[src/rtl/mem_byte_bridge.sv]
// mem_byte_bridge: serves 32-bit word read/write requests from a byte-wide synchronous RAM.
// Optional MEM_BRIDGE_SKIP_MASKED_EN: writes visit only the enabled bytes.
`default_nettype none

module mem_byte_bridge #(
  parameter int ADDR_WIDTH = 17
) (
  input  logic                  CLK,
  input  logic                  RST,
  input  logic [1:0]            rw_flag,
  input  logic [31:0]           addr,
  input  logic [31:0]           write_data,
  input  logic [3:0]            write_mask,
  output logic [31:0]           read_data,
  output logic                  busy,
  output logic                  done,
  output logic [ADDR_WIDTH-1:0] ram_addr,
  output logic [7:0]            ram_wdata,
  output logic                  ram_we,
  input  logic [7:0]            ram_rdata
);

  typedef enum logic [1:0] {S_IDLE, S_READ, S_WRITE} state_t;

  state_t                state, state_nxt;
  logic [2:0]            cnt, cnt_nxt;
  logic [ADDR_WIDTH-3:0] word, word_nxt;
  logic [31:0]           wdata_q, wdata_nxt;
  logic [3:0]            mask_q, mask_nxt;
  logic [23:0]           buf_q, buf_nxt;
  logic [31:0]           rdata_nxt;
  logic                  busy_nxt, done_nxt;
  logic [ADDR_WIDTH-1:0] addr_nxt;
  logic [7:0]            wbyte_nxt;
  logic                  we_q, we_nxt;
  logic [1:0]            slot;
  logic                  unused_addr_bits;

  assign unused_addr_bits = ^{addr[31:ADDR_WIDTH], addr[1:0]};

`ifdef MEM_BRIDGE_SKIP_MASKED_EN
  function automatic logic [1:0] first_set(input logic [3:0] m);
    if (m[0])      first_set = 2'd0;
    else if (m[1]) first_set = 2'd1;
    else if (m[2]) first_set = 2'd2;
    else           first_set = 2'd3;
  endfunction
`endif

  always_ff @(posedge CLK) begin
    if (RST) state <= S_IDLE;
    else     state <= state_nxt;
  end

  always_comb begin
    state_nxt = state;
    cnt_nxt   = cnt;
    word_nxt  = word;
    wdata_nxt = wdata_q;
    mask_nxt  = mask_q;
    buf_nxt   = buf_q;
    rdata_nxt = read_data;
    busy_nxt  = busy;
    done_nxt  = 1'b0;
    addr_nxt  = ram_addr;
    wbyte_nxt = ram_wdata;
    we_nxt    = 1'b0;
    slot      = 2'd0;
    unique case (state)
      S_IDLE: begin
        if (rw_flag != 2'b00) begin
          word_nxt  = addr[ADDR_WIDTH-1:2];
          wdata_nxt = write_data;
          mask_nxt  = write_mask;
          cnt_nxt   = 3'd0;
          busy_nxt  = 1'b1;
          addr_nxt  = {addr[ADDR_WIDTH-1:2], 2'd0};
          state_nxt = S_READ;
          // rw_flag[0] set means read, including the 2'b11 case
          if (!rw_flag[0]) begin
            state_nxt = S_WRITE;
`ifdef MEM_BRIDGE_SKIP_MASKED_EN
            if (write_mask == 4'b0000) begin
              state_nxt = S_IDLE;
              busy_nxt  = 1'b0;
              done_nxt  = 1'b1;
            end else begin
              slot      = first_set(write_mask);
              addr_nxt  = {addr[ADDR_WIDTH-1:2], slot};
              wbyte_nxt = write_data[{slot, 3'b000} +: 8];
              we_nxt    = 1'b1;
              mask_nxt  = write_mask & (write_mask - 4'd1);
            end
`else
            wbyte_nxt = write_data[7:0];
            we_nxt    = write_mask[0];
`endif
          end
        end
      end
      S_READ: begin
        cnt_nxt  = cnt + 3'd1;
        addr_nxt = {word, cnt[1:0] + 2'd1};
        // RAM data lags its address by one cycle, so slot cnt returns byte cnt-1
        case (cnt)
          3'd1: buf_nxt[7:0]   = ram_rdata;
          3'd2: buf_nxt[15:8]  = ram_rdata;
          3'd3: buf_nxt[23:16] = ram_rdata;
          3'd4: begin
            rdata_nxt = {ram_rdata, buf_q};
            done_nxt  = 1'b1;
            busy_nxt  = 1'b0;
            state_nxt = S_IDLE;
          end
          default: ;
        endcase
      end
      S_WRITE: begin
`ifdef MEM_BRIDGE_SKIP_MASKED_EN
        if (mask_q == 4'b0000) begin
          done_nxt  = 1'b1;
          busy_nxt  = 1'b0;
          state_nxt = S_IDLE;
        end else begin
          slot      = first_set(mask_q);
          addr_nxt  = {word, slot};
          wbyte_nxt = wdata_q[{slot, 3'b000} +: 8];
          we_nxt    = 1'b1;
          mask_nxt  = mask_q & (mask_q - 4'd1);
        end
`else
        if (cnt == 3'd3) begin
          done_nxt  = 1'b1;
          busy_nxt  = 1'b0;
          state_nxt = S_IDLE;
        end else begin
          cnt_nxt   = cnt + 3'd1;
          slot      = cnt[1:0] + 2'd1;
          addr_nxt  = {word, slot};
          wbyte_nxt = wdata_q[{slot, 3'b000} +: 8];
          we_nxt    = mask_q[slot];
        end
`endif
      end
      default: state_nxt = S_IDLE;
    endcase
  end

  always_ff @(posedge CLK) begin
    if (RST) begin
      cnt       <= 3'd0;
      word      <= '0;
      wdata_q   <= 32'd0;
      mask_q    <= 4'd0;
      buf_q     <= 24'd0;
      read_data <= 32'd0;
      busy      <= 1'b0;
      done      <= 1'b0;
      ram_addr  <= '0;
      ram_wdata <= 8'd0;
      we_q      <= 1'b0;
    end else begin
      cnt       <= cnt_nxt;
      word      <= word_nxt;
      wdata_q   <= wdata_nxt;
      mask_q    <= mask_nxt;
      buf_q     <= buf_nxt;
      read_data <= rdata_nxt;
      busy      <= busy_nxt;
      done      <= done_nxt;
      ram_addr  <= addr_nxt;
      ram_wdata <= wbyte_nxt;
      we_q      <= we_nxt;
    end
  end

  // A reset arriving mid-write must not let the pending byte commit at that same edge
  assign ram_we = we_q & ~RST;

endmodule

`default_nettype wire

[config.mk]
export PLATFORM = sky130hd
export DESIGN_NAME = mem_byte_bridge
export DESIGN_NICKNAME = d
export VERILOG_FILES = /design/src/rtl/mem_byte_bridge.sv
export SDC_FILE = /design/constraint.sdc
export NUM_CORES = 1
export LEC_CHECK = 0
export CORE_ASPECT_RATIO = 0.6
export CORE_UTILIZATION = 44
export CTS_CLUSTER_DIAMETER = 30
export DETAILED_ROUTE_END_ITERATION = 10
export PLACE_DENSITY = 0.86
export SLEW_MARGIN = 20
export SYNTH_ARGS = -nofsm -noshare
export SYNTH_HDL_FRONTEND = slang
export SYNTH_SLANG_ARGS = --single-unit
export TNS_END_PERCENT = 5
[constraint.sdc]
create_clock -name CLK -period 1.8 [get_ports CLK]
set_input_delay 0.36 -clock CLK [delete_from_list [all_inputs] [get_ports CLK]]
set_output_delay 0.36 -clock CLK [all_outputs]
set_load 0.02 [all_outputs]
Yosys cells after proc, flatten, opt, wreduce, memory -nomap -nowiden
Index checks and enable logic that the tools add are counted.
Storage, ports and cells
  input bits: 80
  logic and storage cells: 72
  output and inout bits: 60
  register bits: 140
Cells by class
  mux-type cells: 28
  equality and inequality tests: 11
  $add $sub $neg: 2
  bitwise operators: 2
  reductions and logical operators: 13
  shift-type cells: 1
  $lt $le $gt $ge: 1
Operator list (count)
  17-bit case mux with 3 select lines: 1
  17-bit two-way mux: 2
  32-bit by 6-bit variable part select with 8-bit output: 1
  8-bit two-way mux: 3
  8-bit case mux with 2 select lines: 1
  2-bit AND reduction: 5
  1-bit two-way mux: 9
  3-bit case mux with 3 select lines: 1
  2-bit two-way mux: 4
  2-bit != test, second input constant: 4
  4-bit AND reduction: 2
  3-bit by 2-bit equality test with 1-bit output, second input constant: 2
  3-bit two-way mux: 2
  2-bit case mux with 3 select lines: 1
  3-bit AND reduction: 2
  1-bit case mux with 2 select lines: 2
  2-bit nonzero test: 2
  3-bit by 1-bit adder with 3-bit output, second input constant: 1
  3-bit by 1-bit equality test with 1-bit output, second input constant: 1
  3-bit equality test, second input constant: 1
  2-bit by 3-bit < comparator with 1-bit output, second input constant: 1
  1-bit case mux with 3 select lines: 1
  3-bit nonzero test: 1
  2-bit by 1-bit adder with 2-bit output, second input constant: 1
  other kinds (7): 7

Longest topological paths before layout
  word-level depth: 5
  gate-level depth with buffers: 9
  depth with buffers taken out: 6

Worst setup path after synthesis
OpenSTA, ideal clock, no wires.
  kind: register to register
  start point: register ram_addr[0] (netlist name)
  end point: register ram_wdata[0]
  cell stages (with the launch flop): 10
  path slack: -0.206 ns
  arrival: 1.875 ns
  setup time: 0.131 ns
  required time: 1.669 ns
  buffers on the path: 3
  clock period less this slack: 2.006 ns
  cell sequence: dfxtp_1 buf_4 buf_2 inv_1 ha_1 nand2b_1 buf_1 o22ai_1 nor3_1 nor3_1
RTL lines
  to (signal assigned): line 172  | ram_wdata <= wbyte_nxt;
  to (decl): line 18  | output logic [7:0] ram_wdata,

Worst setup path after layout
  start point: register ram_addr[0]
  end point: output port ram_addr[0]
RTL lines
  from (decl): line 17  | output logic [ADDR_WIDTH-1:0] ram_addr,
  from (signal assigned): line 171  | ram_addr <= addr_nxt;
No word-level cell between the ends.

==> summary by stage <==
Run status
The run finished, with violations left. The final reports fail on negative setup slack.

Run
The number of max-cap violations is 0.

GRT
The via count of the first global-routing pass is about 4.5k. The global route total overflow is 0. The global-route wire length before repair is 22,400 um. The number of antenna violations at the first check in global routing is 0. The aggregate global-route resource usage is 0.223. Entering global routing, the biggest net connects between 100 and 150 pins.

Die
For this configuration, the core starts out at a cell density of 0.454. 140 I/O pins were placed. The row count is 31. The area of the core region is about 0.012 mm2. The die is 88.6 um tall.

The die extent in x is between 100 and 150 um. The full die area is around 0.013 mm2.

Detailed routing
The via count normalized by instance count is 5.17. The detailed router finished its first iteration with 270 violations. In this run the remaining antenna-violating nets after routing total 0. The total wire length is between 10,000 and 15,000 um. After detailed routing, the number of remaining DRC violations is 0. Detailed routing inserted a total of about 5k vias. The number of iterations in the first detailed-routing pass is 5. The average wire length per cell after detail routing is ~15 um.

Cells and area
The finished layout holds a little under 1k standard cells, fillers aside. The area growth from synthesis to layout is 39.1%. The count of fill cells added during filler insertion is roughly 1k. 0 antenna diodes ended up in the layout.

Of the cells placed in the final design, the portion with a size suffix greater than 1 is 0.0994. The area of all placed cells without fillers is around 0.0076 mm2. Leaving out fill and tap cells, the most frequent cell in the layout is sky130_fd_sc_hd__nand2_1. For this run, the post-layout net count is a little under 900. Across the whole layout, storage elements account for 0.00276 mm2.

In the layout the commonest cells are sky130_fd_sc_hd__nand2_1, sky130_fd_sc_hd__dfxtp_1, sky130_fd_sc_hd__a21oi_1, sky130_fd_sc_hd__clkdlybuf4s50_1, sky130_fd_sc_hd__mux2i_1. The multi-input combinational cell area is between 0.002 and 0.003 mm2.

STA
Between clock sinks in the finished design, the worst skew comes to roughly 0.0086 ns. The minimum clock period is about 1.9 ns. The number of slew-limit violations in the final report was 0. The actual transition at the worst max-transition pin is 0.613 ns.

The portion of the clock cycle consumed by the worst path in the final layout is 1.03. Setup violations remaining at the end of the flow were counted as 1. The relative max-transition margin is 0.592. The final critical-path setup slack is -0.0538 ns.

Based on the critical path, the design can be clocked at up to between 500 and 600 MHz. The number of failing hold endpoints at the final stage is 0. Setup repair after global routing could not meet its margin everywhere.

Logic synthesis
The most used flip-flop cell after synthesis is sky130_fd_sc_hd__dfxtp_1. The count of state elements after synthesis is around 140. The net count after synthesis is 763. The count of different cell masters after synthesis is 30. The number of instances in the synthesized netlist is a little under 700. The post-synthesis async set-or-reset flop share is 0. For this run, the register share of the synthesized area comes to 0.503. The count of synthesis-stage warnings from yosys is 0.

The average instance area after synthesis is between 8 and 9 um2. Counting flops with a built-in enable in the synthesized netlist gives 0. The synthesized area is ~0.0055 mm2.

Clocking
The count of hold buffers inserted by post-cts repair is 0. The clock latency on the worst-skew pair is between 0.4 and 0.5 ns. The clock transition at the registers of the reported paths is roughly 0.060 ns. The CTS root buffer is sky130_fd_sc_hd__clkbuf_16. Counting along the longest clock path gives a buffer depth of 2. Buffers inserted during clock tree synthesis total 17. TritonCTS built the clock tree.

The H-tree was split into 4 levels. The number of setup buffers added after CTS is 0. The tree built by TritonCTS fans out to 138 sinks.

Power and ir drop
The share of total power dissipated in the clock network is 0.376. The internal portion of total power is slightly above 0.006 W. Across the VDD grid, the largest voltage drop is ~0.65 mV. The total net switching power is 0.00265 W. Of the total power, registers draw 0.396. The combinational share of power is 0.228. The power density over the cells is 1150 mW/mm2. Of the total power, the share spent switching nets is 0.301. The static leakage power is just under 3 nW.

Worst setup path
The origin of the critical flop-to-flop path is ram_addr[0]$_SDFFE_PP0P_. At the worst endpoint, the arrival time is roughly 1.5 ns. The largest driver fanout on the critical path is 19.

The reg-to-reg setup timing slack is ~0.03 ns. Measured in cells, the most critical reg-to-reg path has a length of 6. The startpoint kind of the worst setup timing path is a flip-flop. The data required time at the worst endpoint is 1.44 ns. The destination of the worst register-to-register timing path is busy$_SDFFE_PP0P_. The category of the worst setup path capture point is an output port. The setup path with the least slack is of type flip-flop to output port.

Worst hold path
For hold timing, the worst endpoint is read_data[5]$_SDFFE_PP0P_. In this run the most critical hold path is launched from buf_q[5]$_SDFFE_PP0P_. The worst min-delay path class is flip-flop to flip-flop.

The worst hold path cell count is 2.

Placed design
The routability-driven placement congestion ratio is 0.792. In this run the tool buffered the top-level ports with between 100 and 150 buffer cells. After detailed placement, the design holds a cell count of ~940. The post-place setup slack is -0.131 ns. The instance area after placement is roughly 0.007 mm2. Detailed placement ended at an HPWL of between 9000 and 10,000 um.
==> stage by stage <==
stage / hold slack [ns] / utilization / setup TNS [ns] / power (W)
finish: 0.441 / 0.632 / -0.0538 / 0.00882
global route: 0.460 / 0.632 / -0.373 / 0.00922
CTS: 0.448 / 0.626 / -0.0712 / 0.00883
detailed placement: 0.443 / 0.578 / -0.931 / 0.00551
global placement: 0.440 / 0.578 / -0.380 / 0.00547
floorplan: 0.432 / - / 0 / 0.00470
==> power by group through the flow <==
stage	logic (W)	registers (W)	clock network, W
6_report	0.00201	0.00349	0.00331
2_1_floorplan	0.00104	0.00365	0
4_1_cts	0.00198	0.00349	0.00336
5_1_grt	0.00218	0.00352	0.00352
3_3_place_gp	0.00193	0.00354	0
3_5_place_dp	0.00195	0.00355	0
==> worst max-delay path, stage by stage (launching register included) <==
cell and delay (ns):
sky130_fd_sc_hd__dfxtp_1 0.41, sky130_fd_sc_hd__buf_6 0.28, sky130_fd_sc_hd__dlygate4sd2_1 0.39
==> cell families (layout without fill, tap and decap cells) <==
family                   Yosys count  in the layout  share of synthesized area
flip-flops                       138            138                      0.503
adder cells (fa/ha/maj)            9              9                     0.0205
buffers and inverters             59            190                     0.0448
multiplexers                      32             32                     0.0606
AND/OR/NAND/NOR                  291            291                      0.223
AO/OA/AOI/OAI                    145            145                      0.149
==> layout make-up <==
class,count,area share
Sequential cell,138,0.361
Clock inverter,15,0.0187
Timing Repair Buffer,151,0.201
Clock buffer,17,0.0556
Tap cell,165,0.0270
Multi-Input combinational cell,477,0.333
Inverter,7,0.00344
==> routing by layer <==
| metal | track usage | wire length [um] |
|---|---|---|
| met1 | 0.303 | 6650 |
| met2 | 0.331 | 5970 |
| met3 | 0.0794 | 1370 |
| met4 | 0.0729 | 148 |
| met5 | 0 | 0 |
==> registers in the layout, summed over array words and instances (netlist names) <==
| name | flops |
|---|---|
| buf_q | 24 |
| done | 1 |
| cnt | 1 |
| read_data | 32 |
| ram_addr | 17 |
| word | 15 |
| busy | 1 |
| state | 2 |
| wdata_q | 32 |
| we_q | 1 |
| ram_wdata | 8 |
| mask_q | 4 |
==> worst max-delay path by stage <==
stage                        startpoint                        end  slack, ns  depth (start not counted)
3_5_place_dp                 rw_flag[1]  ram_wdata[1]$_SDFFE_PP0P_      -0.13                          5
5_1_grt        ram_addr[0]$_SDFFE_PP0P_                ram_addr[0]      -0.11                          2
6_report       ram_addr[0]$_SDFFE_PP0P_                ram_addr[0]      -0.05                          2
3_3_place_gp                 rw_flag[1]  ram_wdata[5]$_SDFFE_PP0P_      -0.07                          5
2_1_floorplan  ram_addr[0]$_SDFFE_PP0P_  ram_wdata[7]$_SDFFE_PP0P_       0.03                          9
4_1_cts        ram_addr[0]$_SDFFE_PP0P_                ram_addr[0]      -0.07                          2
==> synthesized netlist by cell type (all sizes together) (8+ instances only) <==
library cell  number  share of area
buf               14          0.014
clkbuf            38          0.026
nand2            196           0.13
mux2i             31          0.056
a21oi            113           0.10
nor2b             10          0.011
a211oi            18          0.027
o22ai              8         0.0091
dfxtp            138           0.50
ha                 9          0.020
nor3              18          0.018
nand3             28          0.025
nor2              27          0.018
==> timing repair <==
item / CTS / global route
resized for setup: 8 / 21
hold endpoints to repair: 0 / 0
setup endpoints to repair: 9 / 83
pin swaps: 0 / 0
Power figures use the tool's default switching activity.
